**src/rtl/serial_adder_if.sv**
```systemverilog
// serial_adder_if: operand/result bundle for the bit-serial adder.
//   master : requester side, drives start/a/b/cin and observes busy/done/sum/cout
//   slave  : adder side, the mirror image
// With SERIAL_ADDER_OVF_EN defined, the bundle also carries the signed overflow
// flag ovf, which sits alongside cout.
interface serial_adder_if #(
   parameter int unsigned WIDTH = 8
);
   logic             start;
   logic [WIDTH-1:0] a;
   logic [WIDTH-1:0] b;
   logic             cin;
   logic             busy;
   logic             done;
   logic [WIDTH-1:0] sum;
   logic             cout;
`ifdef SERIAL_ADDER_OVF_EN
   logic             ovf;
`endif

`ifdef SERIAL_ADDER_OVF_EN
   modport master (output start, a, b, cin, input busy, done, sum, cout, ovf);
   modport slave  (input start, a, b, cin, output busy, done, sum, cout, ovf);
`else
   modport master (output start, a, b, cin, input busy, done, sum, cout);
   modport slave  (input start, a, b, cin, output busy, done, sum, cout);
`endif
endinterface

```
**src/rtl/serial_adder.sv**
```systemverilog
// serial_adder: bit-serial ripple adder. It loads a, b and cin, then adds one bit
// per clock, LSB first, through a single full-adder cell and a carry flop. When
// the last bit is done it presents the registered sum and cout together with a
// one-cycle done pulse.
// Ports:
//   clk   rising-edge clock
//   rst   synchronous, active-high reset
//   bus   serial_adder_if.slave. Inputs are start/a/b/cin; outputs are
//         busy/done/sum/cout, plus ovf when SERIAL_ADDER_OVF_EN is defined.
// Optional feature: SERIAL_ADDER_OVF_EN adds a registered two's-complement
// overflow flag, computed as carry into MSB xor carry out of MSB.
module serial_adder #(
   parameter int unsigned WIDTH = 8
) (
   input logic          clk,
   input logic          rst,
   serial_adder_if.slave bus
);
   localparam int unsigned CW = $clog2(WIDTH + 1);

   typedef enum logic [1:0] {
      IDLE = 2'd0,
      RUN  = 2'd1,
      DONE = 2'd2
   } state_t;

   state_t           state_q, state_d;
   logic [WIDTH-1:0] a_q, a_d, b_q, b_d;
   logic [WIDTH-1:0] res_q, res_d;
   logic [WIDTH-1:0] sum_q, sum_d;
   logic [CW-1:0]    cnt_q, cnt_d;
   logic             carry_q, carry_d;
   logic             cout_q, cout_d;
   logic             busy_q, busy_d;
   logic             done_q, done_d;
   logic             fa_s, fa_c;
`ifdef SERIAL_ADDER_OVF_EN
   logic             cmsb_q, cmsb_d;
   logic             ovf_q, ovf_d;
`endif

   // The single full-adder cell works on the current LSBs and the carry flop.
   assign fa_s = a_q[0] ^ b_q[0] ^ carry_q;
   assign fa_c = (a_q[0] & b_q[0]) | (a_q[0] & carry_q) | (b_q[0] & carry_q);

   // State and datapath registers
   always_ff @(posedge clk) begin
      if (rst) begin
         state_q <= IDLE;
         a_q     <= '0;
         b_q     <= '0;
         res_q   <= '0;
         sum_q   <= '0;
         cnt_q   <= '0;
         carry_q <= 1'b0;
         cout_q  <= 1'b0;
         busy_q  <= 1'b0;
         done_q  <= 1'b0;
`ifdef SERIAL_ADDER_OVF_EN
         cmsb_q  <= 1'b0;
         ovf_q   <= 1'b0;
`endif
      end else begin
         state_q <= state_d;
         a_q     <= a_d;
         b_q     <= b_d;
         res_q   <= res_d;
         sum_q   <= sum_d;
         cnt_q   <= cnt_d;
         carry_q <= carry_d;
         cout_q  <= cout_d;
         busy_q  <= busy_d;
         done_q  <= done_d;
`ifdef SERIAL_ADDER_OVF_EN
         cmsb_q  <= cmsb_d;
         ovf_q   <= ovf_d;
`endif
      end
   end

   // Next-state and next-datapath logic
   always_comb begin
      state_d = state_q;
      a_d     = a_q;
      b_d     = b_q;
      res_d   = res_q;
      sum_d   = sum_q;
      cnt_d   = cnt_q;
      carry_d = carry_q;
      cout_d  = cout_q;
      busy_d  = 1'b0;
      done_d  = 1'b0;
`ifdef SERIAL_ADDER_OVF_EN
      cmsb_d  = cmsb_q;
      ovf_d   = ovf_q;
`endif
      case (state_q)
         IDLE: begin
            // While the done pulse is showing, a new start is ignored.
            if (bus.start && !done_q) begin
               a_d     = bus.a;
               b_d     = bus.b;
               carry_d = bus.cin;
               cnt_d   = '0;
               busy_d  = 1'b1;
               state_d = RUN;
            end
         end
         RUN: begin
            busy_d  = 1'b1;
            a_d     = a_q >> 1;
            b_d     = b_q >> 1;
            carry_d = fa_c;
            // Each result bit enters from the MSB side. After WIDTH shifts the
            // first bit has reached bit 0.
            res_d   = (res_q >> 1) | (WIDTH'(fa_s) << (WIDTH - 1));
            cnt_d   = cnt_q + CW'(1);
            if (cnt_q == CW'(WIDTH - 1)) begin
`ifdef SERIAL_ADDER_OVF_EN
               cmsb_d  = carry_q;
`endif
               busy_d  = 1'b0;
               state_d = DONE;
            end
         end
         DONE: begin
            sum_d   = res_q;
            cout_d  = carry_q;
            done_d  = 1'b1;
`ifdef SERIAL_ADDER_OVF_EN
            ovf_d   = cmsb_q ^ carry_q;
`endif
            state_d = IDLE;
         end
         default: begin
            state_d = IDLE;
         end
      endcase
   end

   assign bus.busy = busy_q;
   assign bus.done = done_q;
   assign bus.sum  = sum_q;
   assign bus.cout = cout_q;
`ifdef SERIAL_ADDER_OVF_EN
   assign bus.ovf  = ovf_q;
`endif

endmodule

```
**src/flat_wrapper.sv**
```systemverilog
// flat-port wrapper written by rule: the top's interface ports become plain ports
module serial_adder_flat 
#(
   parameter int unsigned WIDTH = 8
)
  (clk, rst, bus_start, bus_a, bus_b, bus_cin, bus_busy, bus_done, bus_sum, bus_cout);
  serial_adder_if #(.WIDTH(WIDTH)) bus_i ();
  input logic clk;
  input logic rst;
  input wire logic [$bits(bus_i.start)-1:0] bus_start;
  input wire logic [$bits(bus_i.a)-1:0] bus_a;
  input wire logic [$bits(bus_i.b)-1:0] bus_b;
  input wire logic [$bits(bus_i.cin)-1:0] bus_cin;
  output wire logic [$bits(bus_i.busy)-1:0] bus_busy;
  output wire logic [$bits(bus_i.done)-1:0] bus_done;
  output wire logic [$bits(bus_i.sum)-1:0] bus_sum;
  output wire logic [$bits(bus_i.cout)-1:0] bus_cout;
  assign bus_i.start = bus_start;
  assign bus_i.a = bus_a;
  assign bus_i.b = bus_b;
  assign bus_i.cin = bus_cin;
  assign bus_busy = bus_i.busy;
  assign bus_done = bus_i.done;
  assign bus_sum = bus_i.sum;
  assign bus_cout = bus_i.cout;
  serial_adder #(.WIDTH(WIDTH)) u_core (.clk(clk), .rst(rst), .bus(bus_i));
endmodule
```
**config.mk**
```make
export PLATFORM = sky130hd
export DESIGN_NAME = serial_adder_flat
export DESIGN_NICKNAME = d
export VERILOG_FILES = /design/src/rtl/serial_adder_if.sv /design/src/rtl/serial_adder.sv /design/src/flat_wrapper.sv
export SDC_FILE = /design/constraint.sdc
export NUM_CORES = 1
export LEC_CHECK = 0
export BUFFER_PORTS_ARGS = -buffer_cell sky130_fd_sc_hd__buf_2
export CAP_MARGIN = 20
export CORE_MARGIN = 2
export CORE_UTILIZATION = 47
export DETAILED_ROUTE_END_ITERATION = 8
export PLACE_DENSITY = 0.77
export SYNTH_ARGS = -nofsm -noshare
export SYNTH_HDL_FRONTEND = slang
export SYNTH_SLANG_ARGS = --single-unit
```
**constraint.sdc**
```tcl
create_clock -name clk -period 1.8 [get_ports clk]
set_clock_uncertainty 0.05 [all_clocks]
set_input_delay 0.18 -clock clk [delete_from_list [all_inputs] [get_ports clk]]
set_output_delay 0.18 -clock clk [all_outputs]
set_load 0.02 [all_outputs]
```
==> out/metrics.yaml, run 1 <==
final_layout:
  n_fill_cell: 353
  instances_no_fill: 316
  area_delta_synth_final_pct: 18.2
  num_antenna_cells: 0
  final_net_count: 289
  layout-drive-gt1-share_pct: 18.7
yosys:
  synthSimpleGateAreaFrac_pct: 23.3
  synth.cell_area_sq_um: 1880
  yosys-top-cells-count: "68 x nand2_1, 42 x dfxtp_1, 19 x a21oi_1, 17 x a31oi_1, 17 x nor2_1"
  yosys.area_share.adder_pct: 1.73
  ys_ff_latch: 42
  synth_mux_area_share_pct: 0
  synth-edff-count: 0
  ys_warn_count: 0
  synth_area_per_cell_sq_um: 7.81
  ys.flop_type: "dfxtp_1"
  yosysMostFrequentCell: "nand2_1"
  synth-seq-area-share_pct: 44.8
  synthXorXnorAreaFrac_pct: 0
  synthCells: 240
  synth_top_area_share_pct: 44.8
  syn-num-nets: 262
  synth_top_area_cell: "dfxtp_1"
  synth.area.top_cells: "dfxtp_1 45%, nand2_1 14%, a221o_1 8.0%, a31oi_1 5.7%, a21oi_1 5.1%"
  yosys.cell_types.count: 28
  synthArstFlopShare_pct: 0
  synth_compound_area_share_pct: 21.4
  synth_top_family_by_area: "simple AND/OR/NAND/NOR gates"
cts:
  cts_hold_buf: 0
  cts_sinks: 42
  cts.reportedPaths.clkPinSlew_ns: 0.08
  postCtsSetupBuffers: 0
  cts_buffers: 5
  cts.repair.resized: 0
  cts_buffer_depth: 2
  cts.htree.levels: 2
  clk_latency_ns: 0.30
  cts_tree: "yes"
  clock-root-buffer: "clkbuf_8"
power_and_ir_drop:
  ir_worst_vdd_mv: 0.627
  power.density_nw_per_um2: 963
  p_leak_nw: 0.904
  power.total_mw: 2.14
critical_path:
  cp-end-kind: "flip-flop"
  critPathTopFamily: "flip-flops"
  crit_cells: 3
  worst_ep_required_time_ns: 1.96
  cpMaxStageDelayCell: "dfxtp_1"
  critPathKind: "flip-flop to flip-flop"
  worstPathMaxFanout: 12
  cp-start-kind: "flip-flop"
  path_cells: "inv_2 -> or4_1 -> o221ai_1"
  critPathBufInv: 1
  critPathMaxStageDelay_ns: 0.55
  reg2reg_depth: 3
  arrival_ns: 1.66
sta:
  drv_slew: 0
  setup_viol: 0
  finalHoldViolations: 0
  worst_slew_margin_rel_pct: 65.9
  period_share_pct: 83.2
  rsz0062_at_grt: "no"
  min_period_ns: 1.50
  tightest_slew_ns: 0.511
  fmax_ghz: 0.667
  worst_slack_ns: 0.302
  setup_tns_ns: 0
  hold_slack_ns: 0.0819
grt:
  grt_start_max_net_pins: 26
  grt_pass1_wl_mm: 6.55
  grt_pass1_vias: 1518
  gr-total-overflow: 0
  antenna_found_initial: 0
  gr-usage-all-layers_pct: 19.2
floorplan:
  coreArea_sq_um: 3740
  ios: 31
  initial_core_util_pct: 50.1
  rows: 22
  die-area_sq_um: 4510
  dieWidth_um: 67.2
  die_height_um: 67.2
routing:
  viasPerCell: 5.43
  drtAntennaViolNets: 0
  drt_iter0_drc: 136
  vias: 1717
  routedWlPerCell_um: 12.3
  wirelength_mm: 3.89
  first_pass_iters: 4
  drc_errors: 0
flow_run:
  maxCapViolations: 0
placement:
  portBuffers: 30
  pre_cts_slack_ns: 0.300
  dp_hpwl_mm: 2.59
  finalWeightedCongestion: 0.793
  place_inst: 308
status:
  status: "finished clean"
hold_path:
  worstHoldPathType: "input pin to flip-flop"
  min_path_cells: 3
==> final cells by class <==
class | count | area (sq um) | share of cell area (%)
clock inverters | 2 | 60.1 | 2.71
inverters | 17 | 63.8 | 2.88
repair buffers | 40 | 238 | 10.7
multi-input cells | 161 | 872 | 39.3
flip-flops and latches | 42 | 841 | 37.9
well taps | 48 | 60.1 | 2.71
clock buffers | 6 | 82.6 | 3.72
==> sequential cells by signal (all words and copies together) (netlist names) <==
register         count
u_core.res_q         8
u_core.b_q           8
u_core.a_q           8
u_core.cnt_q         4
u_core.state_q       2
u_core.bus.sum       8
u_core.bus.busy      1
u_core.bus.cout      1
u_core.carry_q       1
u_core.bus.done      1
==> layer usage <==
metal	up-vias	part of all wire [%]	GRT usage [%]
met4	0	1.7	7.14
li1	870	-	-
met5	-	0	0
met1	792	45	24.7
met2	47	46	31.4
met3	8	7.3	4.33
==> layout by cell type, fill, tap and decap left out <==
| cell type | synthesis | final |
|---|---|---|
| a211oi_1 | 1 | 1 |
| a21oi_1 | 19 | 19 |
| a221o_1 | 15 | 15 |
| a311oi_1 | 1 | 1 |
| a31oi_1 | 17 | 17 |
| buf_12 | 0 | 1 |
| buf_2 | 13 | 30 |
| buf_4 | 0 | 9 |
| bufinv_16 | 0 | 2 |
| clkbuf_8 | 0 | 6 |
| dfxtp_1 | 42 | 42 |
| fa_1 | 1 | 1 |
| ha_1 | 1 | 1 |
| inv_1 | 16 | 16 |
| inv_2 | 1 | 1 |
| nand2_1 | 68 | 68 |
| nand2b_1 | 3 | 3 |
| nand2b_4 | 1 | 1 |
| nand3_1 | 4 | 4 |
| nand3b_1 | 2 | 2 |
| nand4_1 | 1 | 1 |
| nor2_1 | 17 | 17 |
| nor2b_1 | 2 | 2 |
| nor3_1 | 1 | 1 |
| o211a_1 | 2 | 2 |
| o21ai_0 | 1 | 1 |
| o221ai_1 | 1 | 1 |
| or4_1 | 1 | 1 |
| or4b_1 | 2 | 2 |
==> through the flow <==
stage	area [sq um]	util [%]
global route	2220	59.2
CTS	2220	59.2
finish	2220	59.2
floorplan	1880	-
global placement	2070	55.4
detailed placement	2070	55.4
==> power by group <==
group | switching, mW | total, mW | internal [mW] | leakage (nW)
registers | 0.0356 | 1.01 | 0.970 | 0.343
logic | 0.123 | 0.223 | 0.100 | 0.489
clock network | 0.316 | 0.907 | 0.591 | 0.0714
==> cell families after synthesis <==
kind of cell,Yosys count
and+or+nand+nor,102
adders and majority gates,2
AOI/OAI and AO/OA,57
buffers and inverters,37
DFF,42
==> worst reg2reg max path, stage by stage, from the launching register on <==
cell      delay, ns
dfxtp_1        0.55
inv_2          0.12
or4_1          0.53
o221ai_1       0.17
==> worst paths after layout <==
| path | start | endpoint | slack [ns] |
|---|---|---|---|
| max | u_core.state_q[0] | u_core.cnt_q[3] | 0.30 |
| min reg2reg | u_core.bus.sum[3] | u_core.bus.sum[3] | 0.40 |
| min | bus_b[1] | u_core.b_q[1] | 0.08 |
| max reg2reg | u_core.state_q[0] | u_core.cnt_q[3] | 0.30 |
(Power assumes the default switching activity.)
==> inputs of run 2 (changes only) <==
Clock period 1.8 ns to 1.5 ns, I/O delays scaled along.
==> run 2 against run 1 <==
- clock power up 0.6%
- critical path depth unchanged
- final cell count up 1.6%
- fmax up 11%
- routed wire length up 6.4%
- design area up 0.45%
- critical path type unchanged
- largest cell class unchanged
==> out/metrics.yaml, run 2 (synthesis results as in run 1) <==
routing:
  viasPerCell: 5.40  # -0.70%
  routedWlPerCell_um: 12.9  # +4.7%
  vias: 1732  # +0.87%
  drc_errors: 0  # unchanged
  wirelength_mm: 4.13  # +6.4%
  drt_iter0_drc: 109  # -20%
  first_pass_iters: 4  # unchanged
  drtAntennaViolNets: 0  # unchanged
status:
  status: "finished clean"
critical_path:
  critPathBufInv: 1  # unchanged
  cpMaxStageDelayCell: "or4b_1"
  path_cells: "buf_4 -> or4b_1 -> a31oi_1"
  critPathKind: "flip-flop to flip-flop"
  cp-start-kind: "flip-flop"
  reg2reg_depth: 3  # unchanged
  worstPathMaxFanout: 17  # +5
  critPathMaxStageDelay_ns: 0.52  # -0.03 ns
  crit_cells: 3  # unchanged
  worst_ep_required_time_ns: 1.68  # -0.28 ns
  arrival_ns: 1.54  # -0.12 ns
  cp-end-kind: "flip-flop"
  critPathTopFamily: "simple AND/OR/NAND/NOR gates"
power_and_ir_drop:
  power.total_mw: 2.39  # +12%
  power.density_nw_per_um2: 1070  # +12%
  p_leak_nw: 0.917  # +1.5%
  ir_worst_vdd_mv: 0.756  # +21%
placement:
  finalWeightedCongestion: 0.811  # +2.3%
  dp_hpwl_mm: 2.86  # +10%
  portBuffers: 30  # unchanged
sta:
  hold_slack_ns: 0.0444  # -0.0374 ns
  drv_slew: 0  # unchanged
  finalHoldViolations: 0  # unchanged
  period_share_pct: 90.4  # +7.1 points
  rsz0062_at_grt: "no"
  worst_slew_margin_rel_pct: 80.9  # +15 points
  fmax_ghz: 0.738  # +11%
  min_period_ns: 1.36  # -0.143 ns
  setup_tns_ns: 0  # unchanged
  tightest_slew_ns: 0.285  # -0.226 ns
  setup_viol: 0  # unchanged
cts:
  cts_buffers: 5  # unchanged
  clk_latency_ns: 0.30  # about the same
  clock-root-buffer: "clkbuf_8"
  cts_sinks: 42  # unchanged
  cts.repair.resized: 0  # unchanged
  cts_buffer_depth: 2  # unchanged
  postCtsSetupBuffers: 0  # unchanged
  cts.reportedPaths.clkPinSlew_ns: 0.08  # about the same
  cts_tree: "yes"
  cts.htree.levels: 2  # unchanged
  cts_hold_buf: 0  # unchanged
final_layout:
  num_antenna_cells: 0  # unchanged
  mostFrequentLayoutCell: "nand2_1"
  layout-drive-gt1-share_pct: 20.5  # +1.9 points
  final_net_count: 294  # +1.7%
  final_cell_mix: "68 x nand2_1, 42 x dfxtp_1, 30 x buf_2"
  area_delta_synth_final_pct: 18.7
  n_fill_cell: 368  # +4.2%
grt:
  grt_pass1_wl_mm: 6.74  # +2.9%
  gr-usage-all-layers_pct: 19.9  # +0.71 points
  grt_start_max_net_pins: 20  # -23%
  gr-total-overflow: 0  # unchanged
  antenna_found_initial: 0  # unchanged
  grt_pass1_vias: 1544  # +1.7%
floorplan:
  initial_core_util_pct: 50.1  # unchanged
  die-area_sq_um: 4510  # unchanged
  coreArea_sq_um: 3740  # unchanged
  die_height_um: 67.2  # unchanged
  ios: 31  # unchanged
  dieWidth_um: 67.2  # unchanged
  rows: 22  # unchanged
flow_run:
  maxCapViolations: 0  # unchanged
hold_path:
  worstHoldPathType: "input pin to flip-flop"
  min_path_cells: 3  # unchanged
run 2: changes by cell type in the layout (fill, tap and decap cells not counted), sizes merged:
cell    previous run  this run
inv               17        18
clkbuf             6         5
bufinv             2         1
clkinv             0         1
buf               40        45
run 2: worst register-to-register path: stages (launching register included):
cell and delay, ns:
dfxtp_1 0.35, buf_4 0.20, or4b_1 0.53, a31oi_1 0.16
run 2: metrics by stage:
stage	instances	worst slack (ns)	instance area (sq um)	utilization (%)
floorplan	240	0.106	1880	-
CTS	321	0.0617	2220	59.4
finish	321	0.145	2230	59.5
global placement	313	0.181	2110	56.4
global route	321	0.0514	2230	59.5
detailed placement	313	0.0978	2110	56.4
run 2: area by class of cell:
class	instances	area, sq um	share of cell area, %
tap	48	60.1	2.70
sequential	42	841	37.8
clock inverter	3	43.8	1.97
inverter	17	63.8	2.87
multi-input combinational	161	875	39.3
timing repair buffer	45	275	12.4
clock buffer	5	68.8	3.09
run 2: layer usage:
metal	global-route usage (%)	vias to the layer above	routed length, um
li1	-	879	-
met1	24.3	810	1870
met2	33.5	36	2010
met3	4.67	7	183
met4	8.42	0	68
met5	0	-	0
run 2: worst paths after layout:
kind	from	endpoint	slack, ns
max	u_core.state_q[0]	u_core.a_q[7]	0.14
min reg2reg	u_core.bus.sum[3]	u_core.bus.sum[3]	0.40
min	bus_a[5]	u_core.a_q[5]	0.04
max reg2reg	u_core.state_q[0]	u_core.a_q[7]	0.14
run 2: report_power, final:
group          leakage, nW  internal, mW  switching (mW)
registers            0.343          1.16          0.0423
clock network       0.0585         0.499           0.413
logic                0.515         0.125           0.151
total                0.917          1.79           0.606
==> inputs of run 3 (changes only) <==
Settings changed: ABC_AREA from default to 1, PLACE_DENSITY 0.77 to 0.78.
==> run 3 against run 2 <==
- non-clock buffer count is 11 lower
- critical endpoint is now u_core.res_q[4]
- hold slack improved by 0.039 ns
- highest routed layer unchanged
- clock-buffer cell count increased by 1
- core utilization fell by 2.5 points
==> out/metrics.yaml, run 3 <==
yosys:
  synth.cell_area_sq_um: 1730  # -7.7%
  yosysMostFrequentCell: "nor2_1"
  ys.flop_type: "dfxtp_1"
  synth.area.top_cells: "dfxtp_1 49%, nor2_1 15%, nand2_1 10%, o21ai_1 8.4%, nand3_1 2.0%"
  synth-edff-count: 0  # unchanged
  ys_ff_latch: 42  # unchanged
  synth_top_area_cell: "dfxtp_1"
  synth_top_area_share_pct: 48.6  # +3.8 points
  syn-num-nets: 263  # +0.38%
  yosys.cell_types.count: 20  # -29%
  ys_warn_count: 0  # unchanged
  synth-seq-area-share_pct: 48.6  # +3.8 points
  yosys-top-cells-count: "71 x nor2_1, 47 x nand2_1, 42 x dfxtp_1, 29 x o21ai_1, 7 x nand3_1"
  synthCells: 241  # +0.42%
  synth_area_per_cell_sq_um: 7.18  # -8.1%
  synthArstFlopShare_pct: 0  # unchanged
final_layout:
  mostFrequentLayoutCell: "nor2_1"
  seq_area_sq_um: 841  # unchanged
  final_core_util_pct: 57.0  # -2.5 points
  final_net_count: 293  # -0.34%
  final_cell_mix: "71 x nor2_1, 47 x nand2_1, 42 x dfxtp_1"
  area_delta_synth_final_pct: 18.7  # about the same
  n_fill_cell: 341  # -7.3%
  multi_input_area_sq_um: 791  # -9.6%
  final_area_sq_um: 2050  # -7.8%
  layout-drive-gt1-share_pct: 19.1  # -1.4 points
  num_antenna_cells: 0  # unchanged
routing:
  drt_iter0_drc: 78  # -28%
  drtAntennaViolNets: 0  # unchanged
  drc_errors: 0  # unchanged
  first_pass_iters: 4  # unchanged
  viasPerCell: 4.91  # -9.1%
  routedWlPerCell_um: 11.1  # -14%
  wirelength_mm: 3.56  # -14%
  vias: 1570  # -9.4%
critical_path:
  r2r-start: "u_core.state_q[0]"
  critPathKind: "flip-flop to flip-flop"
  arrival_ns: 1.52  # -0.02 ns
  worstPathMaxFanout: 18  # +1
  r2r-end: "u_core.res_q[4]"
  cp-start-kind: "flip-flop"
  cp-end-kind: "flip-flop"
  r2r_slack_ns: 0.17  # +0.03 ns
  reg2reg_depth: 5  # +2
  worst_ep_required_time_ns: 1.69  # about the same
power_and_ir_drop:
  p_leak_nw: 0.989  # +7.8%
  power.density_nw_per_um2: 1250  # +16%
  ir_worst_vdd_mv: 0.808  # +6.9%
grt:
  gr-total-overflow: 0  # unchanged
  grt_pass1_vias: 1462  # -5.3%
  grt_start_max_net_pins: 36  # +80%
  gr-usage-all-layers_pct: 18.9  # -1.0 points
  grt_pass1_wl_mm: 6.11  # -9.3%
  antenna_found_initial: 0  # unchanged
hold_path:
  hold_start: "bus_b[7]"
  whs_endpoint: "u_core.b_q[7]"
  worstHoldPathType: "input pin to flip-flop"
  min_path_cells: 3  # unchanged
cts:
  cts_buffers: 5  # unchanged
  cts_tree: "yes"
  postCtsSetupBuffers: 0  # unchanged
  cts.repair.resized: 0  # unchanged
  cts_buffer_depth: 2  # unchanged
  cts.reportedPaths.clkPinSlew_ns: 0.08  # about the same
  cts.htree.levels: 2  # unchanged
  clk_latency_ns: 0.30  # about the same
  clock-root-buffer: "clkbuf_8"
  cts_hold_buf: 0  # unchanged
  cts_sinks: 42  # unchanged
floorplan:
  dieWidth_um: 64.7  # -3.7%
  coreArea_sq_um: 3610  # -3.7%
  rows: 22  # unchanged
  die-area_sq_um: 4180  # -7.3%
  die_height_um: 64.7  # -3.7%
  ios: 31  # unchanged
  initial_core_util_pct: 48.0  # -2.1 points
sta:
  tightest_slew_ns: 0.486  # +0.201 ns
  period_share_pct: 88.6  # -1.8 points
  setup_tns_ns: 0  # unchanged
  drv_slew: 0  # unchanged
  finalHoldViolations: 0  # unchanged
  setup_viol: 0  # unchanged
  worst_slew_margin_rel_pct: 67.5  # -13 points
  rsz0062_at_grt: "no"
  fmax_ghz: 0.753  # +2.0%
  min_period_ns: 1.33  # -0.0272 ns
placement:
  portBuffers: 30  # unchanged
  finalWeightedCongestion: 0.784  # -3.4%
  dp_hpwl_mm: 2.38  # -17%
  place_area_sq_um: 1910  # -9.5%
status:
  status: "finished clean"
flow_run:
  maxCapViolations: 0  # unchanged
run 3: worst max-delay path by stage:
stage               cells after the start               from              end
finish                                  5  u_core.state_q[0]  u_core.res_q[4]
global route                            5  u_core.state_q[0]  u_core.res_q[1]
CTS                                     5  u_core.state_q[0]  u_core.res_q[2]
detailed placement                      5  u_core.state_q[0]  u_core.res_q[2]
global placement                        5  u_core.state_q[0]  u_core.res_q[5]
floorplan                               7    u_core.bus.done    u_core.b_q[0]
run 3: per-stage QoR:
step                instances  worst slack [ns]  hold WS (ns)  total power [mW]
CTS                       320             0.167        0.0801              2.58
floorplan                 241             0.331         0.272              1.42
detailed placement        312             0.184         0.401              1.49
global route              320            0.0342        0.0863              2.67
global placement          312             0.220         0.399              1.49
finish                    320             0.172        0.0834              2.56
run 3: area by class of cell:
cell class,count,area share (%)
multi-input combinational,178,38.5
clock buffer,6,4.02
timing repair buffer,34,8.77
clock inverter,2,2.92
sequential,42,40.9
inverter,10,1.95
tap,48,2.92
run 3: per-layer routing:
layer / share of wire (%) / GRT usage, % / up-vias
li1: - / - / 822
met1: 48 / 23.6 / 704
met2: 45 / 29.6 / 33
met3: 4.2 / 5.56 / 11
met4: 2.6 / 9.57 / 0
met5: 0 / 0 / -
run 3: power breakdown:
group | switching (mW) | internal, mW
Combinational | 0.151 | 0.0968
Sequential | 0.0420 | 1.18
Clock | 0.387 | 0.710
run 3: critical path, cell delays in order, from the launching register on:
cell	delay, ns
dfxtp_1	0.44
inv_2	0.08
nor2_4	0.32
buf_4	0.23
nor2_1	0.05
nor2_1	0.09
run 3: cell families (layout without fill, tap and decap cells):
group           count (synthesis)  count (layout)  synth area share (%)
compound gates                 40              40                  11.6
fa+ha+maj                       2               2                  1.88
buf+inv                        21              52                  5.71
flops                          42              42                  48.6
simple gates                  136             136                  32.2
